`src/rtl/echo_pulse_meter.sv`:
```
// echo_pulse_meter: ultrasonic sensor driver that triggers, times the echo pulse and reports width/distance.
//   clk      in   system clock, all logic on posedge
//   reset_p  in   asynchronous active-high reset
//   start    in   single-cycle measurement request (ignored unless idle)
//   echo     in   asynchronous echo pulse from the sensor
//   trig     out  trigger pulse to the sensor (TRIG_US long)
//   busy     out  measurement in progress
//   done     out  one-cycle result-valid pulse
//   timeout  out  echo absent or longer than TIMEOUT_US
//   width_us out  echo high time in us
//   dist_cm  out  floor(width_us/58) when DIST_CM_EN is defined, else 0
// Optional feature macro: DIST_CM_EN
module echo_pulse_meter #(
  parameter int CLK_PER_US = 100,
  parameter int TRIG_US = 10,
  parameter int TIMEOUT_US = 30000
) (
  input  logic        clk,
  input  logic        reset_p,
  input  logic        start,
  input  logic        echo,
  output logic        trig,
  output logic        busy,
  output logic        done,
  output logic        timeout,
  output logic [15:0] width_us,
  output logic [15:0] dist_cm
);
  localparam int PW = CLK_PER_US > 1 ? $clog2(CLK_PER_US) : 1;
  typedef enum logic [2:0] {IDLE, TRIG, WAIT_RISE, MEASURE, DONE} state_t;
  state_t state, state_n;
  logic [PW-1:0] pre;
  logic us_tick, clr_pre, fin_fall, fin_to, fin_wto;
  logic [15:0] cnt, cnt_n, cnt_inc;
  // sync[1:0] is the two-flop synchronizer, sync[2] the previous synchronized value
  logic [2:0] sync;
  logic rise, fall;

  assign us_tick = pre == PW'(CLK_PER_US - 1);
  assign rise = sync[1] & ~sync[2];
  assign fall = ~sync[1] & sync[2];
  assign cnt_inc = &cnt ? cnt : cnt + 16'd1;
  assign trig = state == TRIG;
  assign busy = state == TRIG || state == WAIT_RISE || state == MEASURE;
  assign done = state == DONE;

  always_ff @(posedge clk or posedge reset_p)
    if (reset_p) begin
      state <= IDLE;
      pre <= '0;
      cnt <= '0;
      sync <= '0;
    end else begin
      state <= state_n;
      pre <= clr_pre || us_tick ? '0 : pre + PW'(1);
      cnt <= cnt_n;
      sync <= {sync[1:0], echo};
    end

  always_comb begin
    state_n = state;
    cnt_n = cnt;
    clr_pre = 1'b0;
    fin_fall = 1'b0;
    fin_to = 1'b0;
    fin_wto = 1'b0;
    case (state)
      IDLE:
        if (start) begin
          state_n = TRIG;
          cnt_n = '0;
          clr_pre = 1'b1;
        end
      TRIG:
        if (us_tick) begin
          cnt_n = cnt == 16'(TRIG_US - 1) ? '0 : cnt_inc;
          state_n = cnt == 16'(TRIG_US - 1) ? WAIT_RISE : TRIG;
        end
      WAIT_RISE:
        if (rise) begin
          state_n = MEASURE;
          cnt_n = '0;
        end else if (us_tick) begin
          cnt_n = cnt_inc;
          fin_wto = cnt_inc == 16'(TIMEOUT_US);
          state_n = fin_wto ? DONE : WAIT_RISE;
        end
      MEASURE: begin
        // cnt_n already includes a tick landing on the fall cycle, so a fall
        // coinciding with the last tick reports TIMEOUT_US without timeout
        cnt_n = us_tick ? cnt_inc : cnt;
        fin_fall = fall;
        fin_to = !fall && us_tick && cnt_inc == 16'(TIMEOUT_US);
        state_n = fin_fall || fin_to ? DONE : MEASURE;
      end
      DONE: state_n = IDLE;
      default: state_n = IDLE;
    endcase
  end

  always_ff @(posedge clk or posedge reset_p)
    if (reset_p) begin
      timeout <= 1'b0;
      width_us <= '0;
    end else if (fin_fall || fin_to) begin
      timeout <= fin_to;
      width_us <= cnt_n;
    end else if (fin_wto) begin
      timeout <= 1'b1;
    end

`ifdef DIST_CM_EN
  logic [5:0] sub;
  logic [15:0] cm, cm_n;

  // one cm per 58 us of round-trip echo time
  assign cm_n = cm + {15'd0, state == MEASURE && us_tick && sub == 6'd57};

  always_ff @(posedge clk or posedge reset_p)
    if (reset_p) begin
      sub <= '0;
      cm <= '0;
      dist_cm <= '0;
    end else begin
      sub <= state != MEASURE ? 6'd0 : !us_tick ? sub : sub == 6'd57 ? 6'd0 : sub + 6'd1;
      cm <= state != MEASURE ? 16'd0 : cm_n;
      if (fin_fall || fin_to)
        dist_cm <= cm_n;
    end
`else
  assign dist_cm = 16'd0;
`endif
endmodule

```
`config.mk`:
```
export PLATFORM = sky130hd
export DESIGN_NAME = echo_pulse_meter
export DESIGN_NICKNAME = d
export VERILOG_FILES = /design/src/rtl/echo_pulse_meter.sv
export SDC_FILE = /design/constraint.sdc
export NUM_CORES = 1
export LEC_CHECK = 0
export CORE_AREA = 2 2 83 85
export DETAILED_ROUTE_END_ITERATION = 12
export DIE_AREA = 0 0 85 87
export HOLD_SLACK_MARGIN = 0.06
export PLACE_DENSITY = 0.66
export SKIP_CTS_REPAIR_TIMING = 1
export SYNTH_ARGS = -nofsm -noshare
export SYNTH_HDL_FRONTEND = slang
export SYNTH_SLANG_ARGS = --single-unit
```
`constraint.sdc`:
```
create_clock -name clk -period 3.5 [get_ports clk]
set_input_delay 0.35 -clock clk [delete_from_list [all_inputs] [get_ports clk]]
set_output_delay 0.35 -clock clk [all_outputs]
set_load 0.03 [all_outputs]
```
==> impl_summary.md <==
Layout
The multi-input combinational cells in the finished layout cover a total of 0.00148 sq mm. The share of post-route cells with drive strength above 1 is 0.126. The library cell used most frequently in the layout, excluding fill and tap cells, is dfrtp_1. Once layout is done, the placed cells without fillers occupy 0.00312 sq mm. The count of nets after finishing is 317. Summing all flip-flop and latch instances after layout gives 0.00115 sq mm. The count of non-filler cells in the finished layout is 390. Once layout is complete, the utilization of the core stands at 0.475. In the layout the commonest cells are 46 x dfrtp_1, 25 x nor2_1, 23 x clkdlybuf4s50_1. The repair_antennas step left the layout with diodes totalling 0.

After filler insertion, the fill cell instance count of the layout stands at 629. The area growth from synthesis to layout is 10.7%.

Power and ir drop
The switching power share of the total is 0.363. The internal power contribution is 1.15 mW. Summing internal, switching and leakage power gives 1.81 mW. The fraction of power consumed by the clock network is 0.217. In this run the power spent charging and discharging nets is 657 uW. The power density relative to cell area is 579 mW/mm^2. The leakage power is 1.32 nW. Of the total power, registers draw 0.427. The worst-case IR drop observed on VDD is 0.247 mV. The power share of the combinational group is 0.356.

Timing
The count of final max-slew check failures came to 0. The smallest hold slack is 353 ps. Across the routed clock network, the largest skew measured is 2.99 ps.

The count of endpoints failing hold in the final timing report is 0. The fmax is 323 MHz. In the finished design, the share of the clock period the worst path needs comes to 0.885. The count of final setup violators is 0. Setup repair after global routing left no endpoint under its margin. The worst path setup slack after routing is 403 ps. For the final routed database, the setup TNS stands at 0 ps.

The max-slew headroom at the worst pin is 0.384. The time the worst path needs with I/O delays and setup is 3100 ps. At the pin with the least slew margin, the transition time is 923 ps.

Logic synthesis
The mean cell area of the mapped netlist is 9.53 sq um. The share of the Yosys chip area taken by registers is 0.408. The count of yosys warnings during synthesis is 0. The leading register cell type out of synthesis is dfrtp_1. The combined area of all synthesized cells is 0.00282 sq mm. Yosys mapped a number of flops with a built-in enable equal to 0.

The synthesized design contains 46 register bits. After synthesis, the netlist uses 57 different library cells. The cell count after synthesis came out at 296.

The async set-or-reset flop fraction in the synthesized netlist is 1.00.

Global route
Across every metal layer, demand over resource in global routing totals 0.184. Summed over all layers, the global routing overflow is 0. Entering global routing, the biggest net connects 47 pins.

The first-pass GRT wire length is 10700 um. The number of global-route vias before repair is 2113. The number of antenna violations at the first check in global routing came to 0.

Die
For this design the top-level I/O count stands at 40. The die is 85 um wide. After floorplanning, the core was sized to cover 0.00657 sq mm.

The die area is 0.00740 sq mm. The initial utilization of the core area, before any placement, comes to 0.430. The die extent in y is 87 um. The cell row count is 30.

Critical path
The peak per-stage delay on the critical path is 530 ps. The worst register-to-register path has a setup slack of 400 ps. The arrival time at the worst endpoint is 3280 ps. The top fanout value on the critical path is 10. The critical path in this run is classified as register to register.

The family with the most delay on the worst path is simple AND/OR/NAND/NOR gates. The worst register-to-register path begins at cnt[0]$_DFF_PP0_. The data required time of the worst path is 3680 ps.

The number of buffers and inverters on the critical path is 1. For the worst flop-to-flop path, the logic depth is 9. STA classifies the critical path endpoint as a register. The critical path's slowest cell is or4_4. The reg-to-reg critical path endpoint is width_us[0]$_DFFE_PP0P_. The signal on the critical path passes through ha_1 -> and3_1 -> nand2_1 -> or4_4 -> a21oi_2 -> nand4bb_2 -> o21ai_4 -> buf_4 -> mux2_4. The worst setup path is launched from a register.

Clock tree
The H-tree was split into 2 levels. TritonCTS built the clock tree. The TritonCTS buffer count is 5. The tree is rooted in a clkbuf_8. The clock latency on the worst-skew pair is 290 ps. The number of clock sinks is 46. The clock passes through at most 2 buffers. The clock-pin slew of the registers on the worst-case setup and hold paths is 80 ps.

Placed design
The final estimated routing congestion in global placement is 0.998. The number of buffer cells added on primary ports is 23. The worst setup timing slack at the placement stage is 490 ps. The estimated wirelength of the detail-placed design is 4640 um.

The placed instances occupy a cell area of 0.00301 sq mm. Counting tap cells, the placed design contains a total of 383 instances.

Hold path
Counting instances, the worst hold path has a depth of 0. The worst hold path begins at sync[0]$_DFF_PP0_. For hold timing, the worst endpoint is sync[1]$_DFF_PP0_. The min-delay analysis places its worst path in the category register to register.

Drt
The number of DRC markers after the initial detailed-route iteration is 98. The total vias in the final route is 2204. Once detail routing completed, the nets flagged for antenna violations numbered 0. The first TritonRoute pass finished after 4 iterations. The final layout contains routed wiring with a total length of 6390 um. The average routed wire per standard cell is 16.4 um.

The count of unresolved DRC violations after routing is 0. The number of vias per cell after detailed routing is 5.65.

Status
The run finished with clean final reports.

Flow run
Across the run, the number of max-cap violations was 0.
-- sequential cells by signal, indices dropped and copies added (netlist names) --
register,count
sync,3
cnt,16
state,3
timeout,1
pre,7
width_us,16
-- metal layers --
| layer | track usage | up-vias | wire (um) |
|---|---|---|---|
| met1 | 0.241 | 1061 | 2920 |
| met3 | 0.0445 | 18 | 279 |
| met4 | 0.0808 | 0 | 204 |
| li1 | - | 1060 | - |
| met2 | 0.290 | 65 | 2990 |
| met5 | 0 | - | 0 |
-- cell type report --
cell class,count,share of cell area
clock buffers,6,0.0264
clock inverters,1,0.00962
inverters,6,0.00721
multi-input cells,225,0.475
flip-flops and latches,46,0.369
well taps,80,0.0321
repair buffers,26,0.0809
-- how the worst max path moves through the flow --
stage / depth (start not counted) / from / end / slack (ps)
after global routing: 9 / cnt[0]$_DFF_PP0_ / width_us[0]$_DFFE_PP0P_ / 320
after detailed placement: 9 / cnt[0]$_DFF_PP0_ / width_us[13]$_DFFE_PP0P_ / 490
final: 9 / cnt[0]$_DFF_PP0_ / width_us[0]$_DFFE_PP0P_ / 400
after CTS: 9 / cnt[0]$_DFF_PP0_ / width_us[0]$_DFFE_PP0P_ / 470
after floorplan: 10 / cnt[0]$_DFF_PP0_ / width_us[0]$_DFFE_PP0P_ / 620
after global placement: 9 / cnt[0]$_DFF_PP0_ / width_us[13]$_DFFE_PP0P_ / 520
-- cell families after synthesis --
kind of cell | share of synthesized area
xor+xnor | 0.0279
buf+inv | 0.0860
fa+ha+maj | 0.0133
mux | 0.0905
simple gates | 0.220
flops | 0.408
other cells | 0.00133
compound gates | 0.153
-- power by group through the flow --
stage / sequential (mW) / combinational, mW / clock, mW
floorplan: 0.797 / 0.449 / 0
detailed placement: 0.780 / 0.645 / 0
global route: 0.795 / 0.702 / 0.432
finish: 0.773 / 0.644 / 0.393
CTS: 0.773 / 0.648 / 0.404
global placement: 0.779 / 0.630 / 0
-- cell usage after synthesis, types with 7 or more instances --
library cell  instances  area share
dfrtp_1              46        0.41
a21oi_1              20       0.035
buf_4                18       0.048
mux2_2                8       0.032
nor2_1               25       0.033
nand3_1              12       0.021
buf_2                 7       0.012
mux2_4                9       0.048
nor3_1                9       0.016
o21ai_0              12       0.021
nand2_1              21       0.028
clkbuf_1              8       0.011
No activity file was read; power rests on OpenSTA's default activity.
